### src/rtl/parity_pkg.sv
// Shared constants and helpers for the parity stream codec.
package parity_pkg;

  localparam logic PAR_EVEN = 1'b0;
  localparam logic PAR_ODD  = 1'b1;
  localparam logic OP_GEN   = 1'b0;
  localparam logic OP_CHK   = 1'b1;

  // Output register occupancy
  typedef enum logic {
    StEmpty,
    StFull
  } out_state_e;

  // Saturating increment on counters of up to 32 bits; callers cast to their width.
  function automatic logic [31:0] sat_inc(input logic [31:0] val, input logic [31:0] max_val);
    if (val >= max_val) begin
      return max_val;
    end
    return val + 32'd1;
  endfunction

endpackage

### src/rtl/parity_tree.sv
// Combinational parity reduction of a word with odd/even select.
// Returns the bit that makes {i_data, bit} carry the selected parity.
module parity_tree
  import parity_pkg::*;
#(
  parameter int unsigned DATA_W = 8
) (
  input  logic [DATA_W-1:0] i_data,
  input  logic              i_odd,
  output logic              o_parity
);

  logic w_red;

  assign w_red    = ^i_data;
  assign o_parity = (i_odd == PAR_EVEN) ? w_red : ~w_red;

endmodule

### src/rtl/parity_stream_codec.sv
// Streaming parity generator/checker with a one-entry registered output stage,
// sticky error flag and saturating error counter.
// Optional macro PARITY_ERR_INJECT_EN adds inject_err, which inverts the generated
// parity bit of GEN words for downstream self-test.
// CNT_W is limited to 32 bits by the shared saturating-increment helper.
module parity_stream_codec
  import parity_pkg::*;
#(
  parameter int unsigned DATA_W = 8,
  parameter int unsigned CNT_W  = 8
) (
  input  logic              clk,
  input  logic              rst_n,
`ifdef PARITY_ERR_INJECT_EN
  input  logic              inject_err,
`endif
  input  logic              in_valid,
  output logic              in_ready,
  input  logic [DATA_W-1:0] in_data,
  input  logic              in_parity,
  input  logic              in_odd,
  input  logic              in_chk,
  output logic              out_valid,
  input  logic              out_ready,
  output logic [DATA_W:0]   out_data,
  output logic              out_err,
  output logic              err_sticky,
  output logic [CNT_W-1:0]  err_count,
  input  logic              clr_err
);

  localparam logic [CNT_W-1:0] CNT_MAX = {CNT_W{1'b1}};

  out_state_e r_state_q, r_state_d;
  logic [DATA_W:0]  r_data_q;
  logic             r_err_q;
  logic [CNT_W-1:0] r_cnt_q, r_cnt_d;
  logic             r_sticky_q, r_sticky_d;

  logic w_in_hs, w_out_hs;
  logic w_is_chk, w_odd_sel, w_tree, w_inject, w_par, w_chk_err;

  assign w_is_chk  = (in_chk == OP_CHK);
  assign out_valid = (r_state_q == StFull);
  assign in_ready  = ~out_valid | out_ready;
  assign w_in_hs   = in_valid & in_ready;
  assign w_out_hs  = out_valid & out_ready;

`ifdef PARITY_ERR_INJECT_EN
  assign w_inject = inject_err;
`else
  assign w_inject = 1'b0;
`endif

  // Folding the received parity into the odd/even select lets one tree serve both
  // modes: in GEN it yields the parity bit, in CHK it yields the error flag.
  assign w_odd_sel = (in_odd == PAR_ODD) ^ (w_is_chk & in_parity);

  parity_tree #(
    .DATA_W (DATA_W)
  ) u_tree (
    .i_data   (in_data),
    .i_odd    (w_odd_sel),
    .o_parity (w_tree)
  );

  assign w_chk_err = w_is_chk & w_tree;
  assign w_par     = (in_chk == OP_GEN) ? (w_tree ^ w_inject) : in_parity;

  // Output stage occupancy: fill on accept, drain only when nothing replaces the word
  always_comb begin
    r_state_d = r_state_q;
    unique case (r_state_q)
      StEmpty: if (w_in_hs) r_state_d = StFull;
      StFull:  if (w_out_hs && !w_in_hs) r_state_d = StEmpty;
      default: r_state_d = StEmpty;
    endcase
  end

  // State register
  always_ff @(posedge clk or negedge rst_n) begin
    if (!rst_n) begin
      r_state_q <= StEmpty;
    end else begin
      r_state_q <= r_state_d;
    end
  end

  // Output payload loads on every accepted word and holds otherwise
  always_ff @(posedge clk or negedge rst_n) begin
    if (!rst_n) begin
      r_data_q <= '0;
      r_err_q  <= 1'b0;
    end else if (w_in_hs) begin
      r_data_q <= {in_data, w_par};
      r_err_q  <= w_chk_err;
    end
  end

  // Error bookkeeping: clear is applied before counting a coincident error
  always_comb begin
    r_cnt_d    = r_cnt_q;
    r_sticky_d = r_sticky_q;
    if (clr_err) begin
      r_cnt_d    = '0;
      r_sticky_d = 1'b0;
    end
    if (w_in_hs && w_chk_err) begin
      r_cnt_d    = CNT_W'(sat_inc(32'(r_cnt_d), 32'(CNT_MAX)));
      r_sticky_d = 1'b1;
    end
  end

  // Error status registers
  always_ff @(posedge clk or negedge rst_n) begin
    if (!rst_n) begin
      r_cnt_q    <= '0;
      r_sticky_q <= 1'b0;
    end else begin
      r_cnt_q    <= r_cnt_d;
      r_sticky_q <= r_sticky_d;
    end
  end

  assign out_data   = r_data_q;
  assign out_err    = r_err_q;
  assign err_sticky = r_sticky_q;
  assign err_count  = r_cnt_q;

endmodule
### config.mk
export PLATFORM = sky130hd
export DESIGN_NAME = parity_stream_codec
export DESIGN_NICKNAME = d
export VERILOG_FILES = /design/src/rtl/parity_pkg.sv /design/src/rtl/parity_tree.sv /design/src/rtl/parity_stream_codec.sv
export SDC_FILE = /design/constraint.sdc
export NUM_CORES = 1
export LEC_CHECK = 0
export ABC_AREA = 1
export CORE_ASPECT_RATIO = 0.8
export CORE_MARGIN = 2
export CORE_UTILIZATION = 53
export DETAILED_ROUTE_END_ITERATION = 8
export DONT_BUFFER_PORTS = 1
export PLACE_DENSITY = 0.68
export SLEW_MARGIN = 0
export SYNTH_ARGS = -nofsm -noshare
export SYNTH_HDL_FRONTEND = slang
export SYNTH_SLANG_ARGS = --single-unit
### constraint.sdc
create_clock -name clk -period 1.6 [get_ports clk]
set_input_delay 0.4 -clock clk [delete_from_list [all_inputs] [get_ports clk]]
set_output_delay 0.4 -clock clk [all_outputs]
set_load 0.01 [all_outputs]
==> impl_metrics.yaml, run 1 <==
sta:
  max-slew-margin-rel_pct: 41.4
  fmax_mhz: 703
  whs_ns: 0.187
  setup-tns-final_ns: 0
  hold_viol_final: 0
  fin_crit_sh_pct: 88.9
  rsz0062_at_grt: "false"
  tightest_slew_ns: 0.877
  drv_slew: 0
  finClkSkew_ns: 0.00649
  finalSetupViolCount: 0
  min_period_ns: 1.42
detailed_routing:
  wl_per_cell_um: 12.4
  initialDrtViolationCount: 31
  drtAntennaViolNets: 0
  firstDrtPassIters: 4
  routed_wirelength_mm: 2.45
  drc: 0
  via_per_inst: 5.37
  detailroute.via_count: 1064
clock_tree:
  cts_root_buffer: "clkbuf_4"
  tritoncts: "yes"
  insertion_delay_ns: 0.30
  clkTransAtPathRegs_ns: 0.11
  cts_num_sinks: 20
  ctsLongestPathBuffers: 2
  cts_made_buffers: 3
  post_cts_buffers: 0
  htreeDepth: 1
synthesis:
  synth_nets: 181
  synth.avg_cell_area_um2: 7.15
  syn_inst: 165
  syn_area_mm2: 0.00118
  yosys_register_bits: 20
  synthDistinctLibCells: 18
  yosysSeqAreaShare_pct: 42.4
  yosysWarnings: 0
cells_and_area:
  num_antenna_cells: 0
  final_nets: 190
  synthToLayoutAreaGrowth_pct: 8.91
  post-route-cell-area_mm2: 0.00128
  drive_above_1_share_pct: 15.6
global_routing:
  grt_max_degree: 21
  grt_pass1_wl_mm: 4.12
  antenna_found_initial: 0
  grt_pass1_vias: 993
  grt-ovfl-total: 0
  grtUsageTotal_pct: 20.7
critical_path:
  cp.arrival_ns: 1.66
  crit_required_ns: 1.84
  crit_family: "simple AND/OR/NAND/NOR gates"
  critPathKind: "reg -> reg"
  cp_slowest_stage_delay_ns: 0.43
  path_buf_inv: 1
  path_cells: "inv_1 -> nor2_1 -> nand2_1 -> nor2_1 -> nand4_2 -> o21ai_0 -> nand3_1 -> nand2_1"
  crit_slowest_cell: "dfrtp_2"
  crit_path_start_kind: "flop"
  crit_fanout: 6
  end_kind: "flop"
die:
  core_area_mm2: 0.00214
  die_h_um: 46.2
  io_pins: 37
  num_rows: 15
  dieArea_mm2: 0.00262
  start_util_pct: 55.1
  die_x_um: 56.8
job:
  maxCapViolCount: 0
pwr:
  leakagePower_nw: 0.678
  ir_worst_vdd_v: 0.000560
  power_density_mw_per_mm2: 832
  total_power_mw: 1.07
place:
  io_buffer_count: 0
  hpwlAfterDp_mm: 1.96
  dpl_cell_area_mm2: 0.00124
  routabilityCongestion: 0.794
hold_path:
  min_path_type: "in -> reg"
status:
  outcome: "finished clean"
## kinds of logic (layout without fill, tap and decap cells)
logic type | count (synthesis) | count (layout) | synth area share (%)
simple gates | 106 | 106 | 39.8
compound gates | 11 | 11 | 4.67
buf+inv | 20 | 28 | 6.36
mux | 4 | 4 | 3.82
xor+xnor | 4 | 4 | 2.97
flops | 20 | 20 | 42.4
## per-stage QoR
stage               setup WS [ns]  utilization [%]  std cells
finish                      0.178             60.1        198
global route               0.0142             60.1        198
CTS                         0.124             60.0        198
detailed placement          0.122             57.8        193
global placement            0.156             57.8        193
floorplan                   0.218                -        165
## Yosys cell counts
cell type | count | area share (%)
nor2_4 | 1 | 0.95
nand3b_1 | 2 | 1.3
xor2_1 | 2 | 1.5
nand4_2 | 1 | 1.1
xnor2_1 | 2 | 1.5
nand2_1 | 68 | 22
a21oi_1 | 3 | 1.3
inv_1 | 16 | 5.1
mux2_2 | 4 | 3.8
nand3_1 | 16 | 6.8
dfrtp_1 | 20 | 42
nor2_1 | 9 | 2.9
nand2_2 | 5 | 2.7
inv_2 | 3 | 0.95
clkbuf_1 | 1 | 0.32
nor2_2 | 3 | 1.6
o21ai_0 | 8 | 3.4
nand2_4 | 1 | 0.95
## cells in the final DEF, fill, tap and decap left out
master | Yosys | final
nor2_4 | 1 | 1
nand2_1 | 68 | 68
clkbuf_8 | 0 | 1
a21oi_1 | 3 | 3
dlygate4sd3_1 | 0 | 1
nor2_1 | 9 | 9
o21ai_0 | 8 | 8
clkbuf_4 | 0 | 3
inv_1 | 16 | 16
dfrtp_2 | 0 | 1
buf_4 | 0 | 4
nand3b_1 | 2 | 2
nand3_1 | 16 | 16
xnor2_1 | 2 | 2
dfrtp_1 | 20 | 19
nor2_2 | 3 | 3
xor2_1 | 2 | 2
nand4_2 | 1 | 1
inv_2 | 3 | 3
mux2_2 | 4 | 4
nand2_4 | 1 | 1
nand2_2 | 5 | 5
## worst paths after layout
path | cells past startpoint | startpoint | slack, ns | endpoint
worst max-delay path | 8 | err_count[1] | 0.18 | err_count[1]
worst min-delay path | 2 | in_valid | 0.19 | out_valid
worst max register to register | 8 | err_count[1] | 0.18 | err_count[1]
worst min register to register | 2 | out_data[6] | 0.56 | out_data[6]
max in group asynchronous | 1 | rst_n | 0.35 | err_count[1]
min in group asynchronous | 1 | rst_n | 0.65 | out_valid
## sequential cells by signal, indices dropped and copies added, names as in the netlist
name,count
out_data,9
err_count,8
err_sticky,1
out_err,1
out_valid,1
## worst reg2reg max path, cell delays in order (launching register included)
cell,delay (ns)
dfrtp_2,0.43
inv_1,0.05
nor2_1,0.16
nand2_1,0.09
nor2_1,0.15
nand4_2,0.19
o21ai_0,0.13
nand3_1,0.09
nand2_1,0.08
## timing repair
action | CTS | global route
hold endpoints to repair | 20 | 0
hold buffers | 1 | 0
setup endpoints to repair | 0 | 5
gates resized for setup | 0 | 1
## per-layer routing
| metal | wire (um) | GRT usage, % | up-vias |
|---|---|---|---|
| met4 | 46 | 6.98 | 0 |
| met5 | 0 | 0 | - |
| met1 | 1040 | 23.5 | 491 |
| met2 | 1190 | 37.0 | 36 |
| met3 | 175 | 7.87 | 6 |
| li1 | - | - | 531 |
## where the power goes
part / switching [mW] / internal, mW
logic: 0.108 / 0.0661
clock network: 0.154 / 0.139
registers: 0.0530 / 0.550
total: 0.315 / 0.755
## final cells by class
type	count	area (um2)
clock buffer	4	36.3
fill	193	855
inverter	19	71.3
multi-input combinational	125	604
sequential	20	502
timing repair buffer	5	40.0
tap	25	31.3
(Power assumes the default switching activity.)
==> inputs of run 2 (changes only) <==
--- a/config.mk
+++ b/config.mk
@@ -9,8 +9,7 @@
 export CORE_ASPECT_RATIO = 0.8
 export CORE_MARGIN = 2
-export CORE_UTILIZATION = 53
+export CORE_UTILIZATION = 25
 export DETAILED_ROUTE_END_ITERATION = 8
 export DONT_BUFFER_PORTS = 1
-export PLACE_DENSITY = 0.68
 export SLEW_MARGIN = 0
 export SYNTH_ARGS = -nofsm -noshare
==> constraint.sdc (replaced) <==
create_clock -name clk -period 1.6 [get_ports clk]
set_input_delay 0.08 -clock clk [delete_from_list [all_inputs] [get_ports clk]]
set_output_delay 0.08 -clock clk [all_outputs]
set_load 0.01 [all_outputs]
==> run 2 against run 1 <==
Compared with the run above: register-to-register slack about the same; critical path depth unchanged; utilization decreased by 29 points; critical path type unchanged; die area increased by 100%; wire length increased by 13%; sequential share of layout area decreased by 4.1 points; global-route usage decreased by 9.5 points; largest cell class unchanged; total power increased by 21%; fmax increased by 0.72%; critical endpoint is now err_count[3].
==> impl_metrics.yaml, run 2 (same netlist as run 1, synthesis figures left out) <==
global_routing:
  antenna_found_initial: 1
  grt_max_degree: 21
  grt-ovfl-total: 0
  grtUsageTotal_pct: 11.3
  grt_pass1_wl_mm: 4.60
  grt_pass1_vias: 996
die:
  num_rows: 22
  core_area_mm2: 0.00457
  dieArea_mm2: 0.00529
  start_util_pct: 25.8
  io_pins: 37
  die_x_um: 80.8
  die_h_um: 65.4
pwr:
  power_density_mw_per_mm2: 906
  switchingPower_mw: 0.338
  p_sw_share_pct: 26.0
  leakagePower_nw: 0.725
  ir_worst_vdd_v: 0.000555
  p_seq_share_pct: 46.5
  p_int_mw: 0.961
  clkPwrFrac_pct: 38.7
  combPwrFrac_pct: 14.8
critical_path:
  cp_slowest_stage_delay_ns: 0.41
  crit_family: "simple AND/OR/NAND/NOR gates"
  crit_slowest_cell: "dfrtp_2"
  timing.rr.start: "err_count[1]"
  r2r_slack_ns: 0.19
  r2r_end: "err_count[3]"
  path_buf_inv: 1
  end_kind: "flop"
  path_cells: "inv_1 -> nor2_1 -> nand2_1 -> nor2_1 -> nand4_2 -> o21ai_0 -> nand3_1 -> nand2_1"
  crit_fanout: 6
  critPathKind: "reg -> reg"
  cp.arrival_ns: 1.61
  ff2ff_path_depth: 8
  crit_path_start_kind: "flop"
  crit_required_ns: 1.80
detailed_routing:
  routed_wirelength_mm: 2.76
  drtAntennaViolNets: 0
  firstDrtPassIters: 4
  detailroute.via_count: 1053
  wl_per_cell_um: 11.5
  drc: 0
  initialDrtViolationCount: 78
  via_per_inst: 4.39
cells_and_area:
  drive_above_1_share_pct: 14.5
  final_nets: 196
  synthToLayoutAreaGrowth_pct: 21.5
  post-route-cell-area_mm2: 0.00143
  largest_reg_flops: 9
  utilization_pct: 31.4
  layout_commonest_cell: "nand2_1"
  final_cell_mix: "68 x nand2_1, 19 x dfrtp_1, 16 x inv_1, 16 x nand3_1, 9 x nor2_1"
sta:
  tightest_slew_ns: 0.935
  fmax_mhz: 708
  fin_crit_sh_pct: 88.2
  finalSetupViolCount: 0
  drv_slew: 0
  setup-tns-final_ns: 0
  rsz0062_at_grt: "false"
  setup_slack_ns: 0.188
  hold_viol_final: 0
  finClkSkew_ns: 0.00472
  min_period_ns: 1.41
  max-slew-margin-rel_pct: 37.5
place:
  hpwlAfterDp_mm: 2.02
  routabilityCongestion: 0.797
  dpl_cell_area_mm2: 0.00127
  io_buffer_count: 0
  post-place-ws_ns: 0.163
clock_tree:
  htreeDepth: 1
  tritoncts: "yes"
  insertion_delay_ns: 0.26
  clkTransAtPathRegs_ns: 0.08
  ctsLongestPathBuffers: 2
  cts_num_sinks: 20
  cts_root_buffer: "clkbuf_8"
  cts_made_buffers: 3
hold_path:
  min_path_cells: 2
  hold_path_end: "out_data[5]"
  min_from: "in_data[4]"
  min_path_type: "in -> reg"
job:
  maxCapViolCount: 0
status:
  outcome: "finished clean"
## run 2: timing repair
| action | 4_1_cts | 5_1_grt |
|---|---|---|
| endpoints found under the setup margin | 0 | 3 |
| hold buffers | 8 | 0 |
| gates resized for setup | 0 | 2 |
| setup buffers | 0 | 0 |
| hold endpoints to repair | 29 | 0 |
## run 2: per-stage QoR
step | hold slack, ns | cells | power, mW
4_1_cts | 0.00454 | 239 | 1.32
6_report | 0.0108 | 240 | 1.30
2_1_floorplan | -0.216 | 165 | 0.735
5_1_grt | 0.0141 | 239 | 1.37
3_3_place_gp | -0.215 | 227 | 0.779
3_5_place_dp | -0.215 | 227 | 0.779
## run 2: final cells by class
type                            count  area (um2)
Fill cell                         518        3140
Multi-Input combinational cell    125         609
Sequential cell                    20         502
Timing Repair Buffer               11         103
Tap cell                           60        75.1
Inverter                           19        71.3
Clock buffer                        3        41.3
Clock inverter                      1        30.0
Antenna cell                        1        2.50
## run 2: worst max-delay path by stage
stage                 start           end  slack [ns]  cells after the start
6_report       err_count[1]  err_count[3]        0.19                      8
5_1_grt        err_count[1]  err_count[1]        0.01                      8
4_1_cts        err_count[1]  err_count[5]        0.13                      8
2_1_floorplan     out_valid  err_count[6]        0.22                      6
3_5_place_dp   err_count[1]  err_count[3]        0.16                      8
3_3_place_gp   err_count[1]  err_count[5]        0.16                      8
## run 2: routing by layer
layer  vias to the layer above  track usage [%]  wire length [um]
met2                        45             16.6              1140
met3                         2             5.91               319
li1                        541                -                 -
met5                         -                0                 0
met4                         0             1.91                16
met1                       465             14.8              1280
## run 2: power groups by stage
stage / sequential [mW] / combinational, mW / clock [mW]
2_1_floorplan: 0.604 / 0.131 / 0
3_3_place_gp: 0.616 / 0.163 / 0
3_5_place_dp: 0.614 / 0.165 / 0
4_1_cts: 0.606 / 0.192 / 0.524
5_1_grt: 0.612 / 0.223 / 0.536
6_report: 0.604 / 0.193 / 0.502
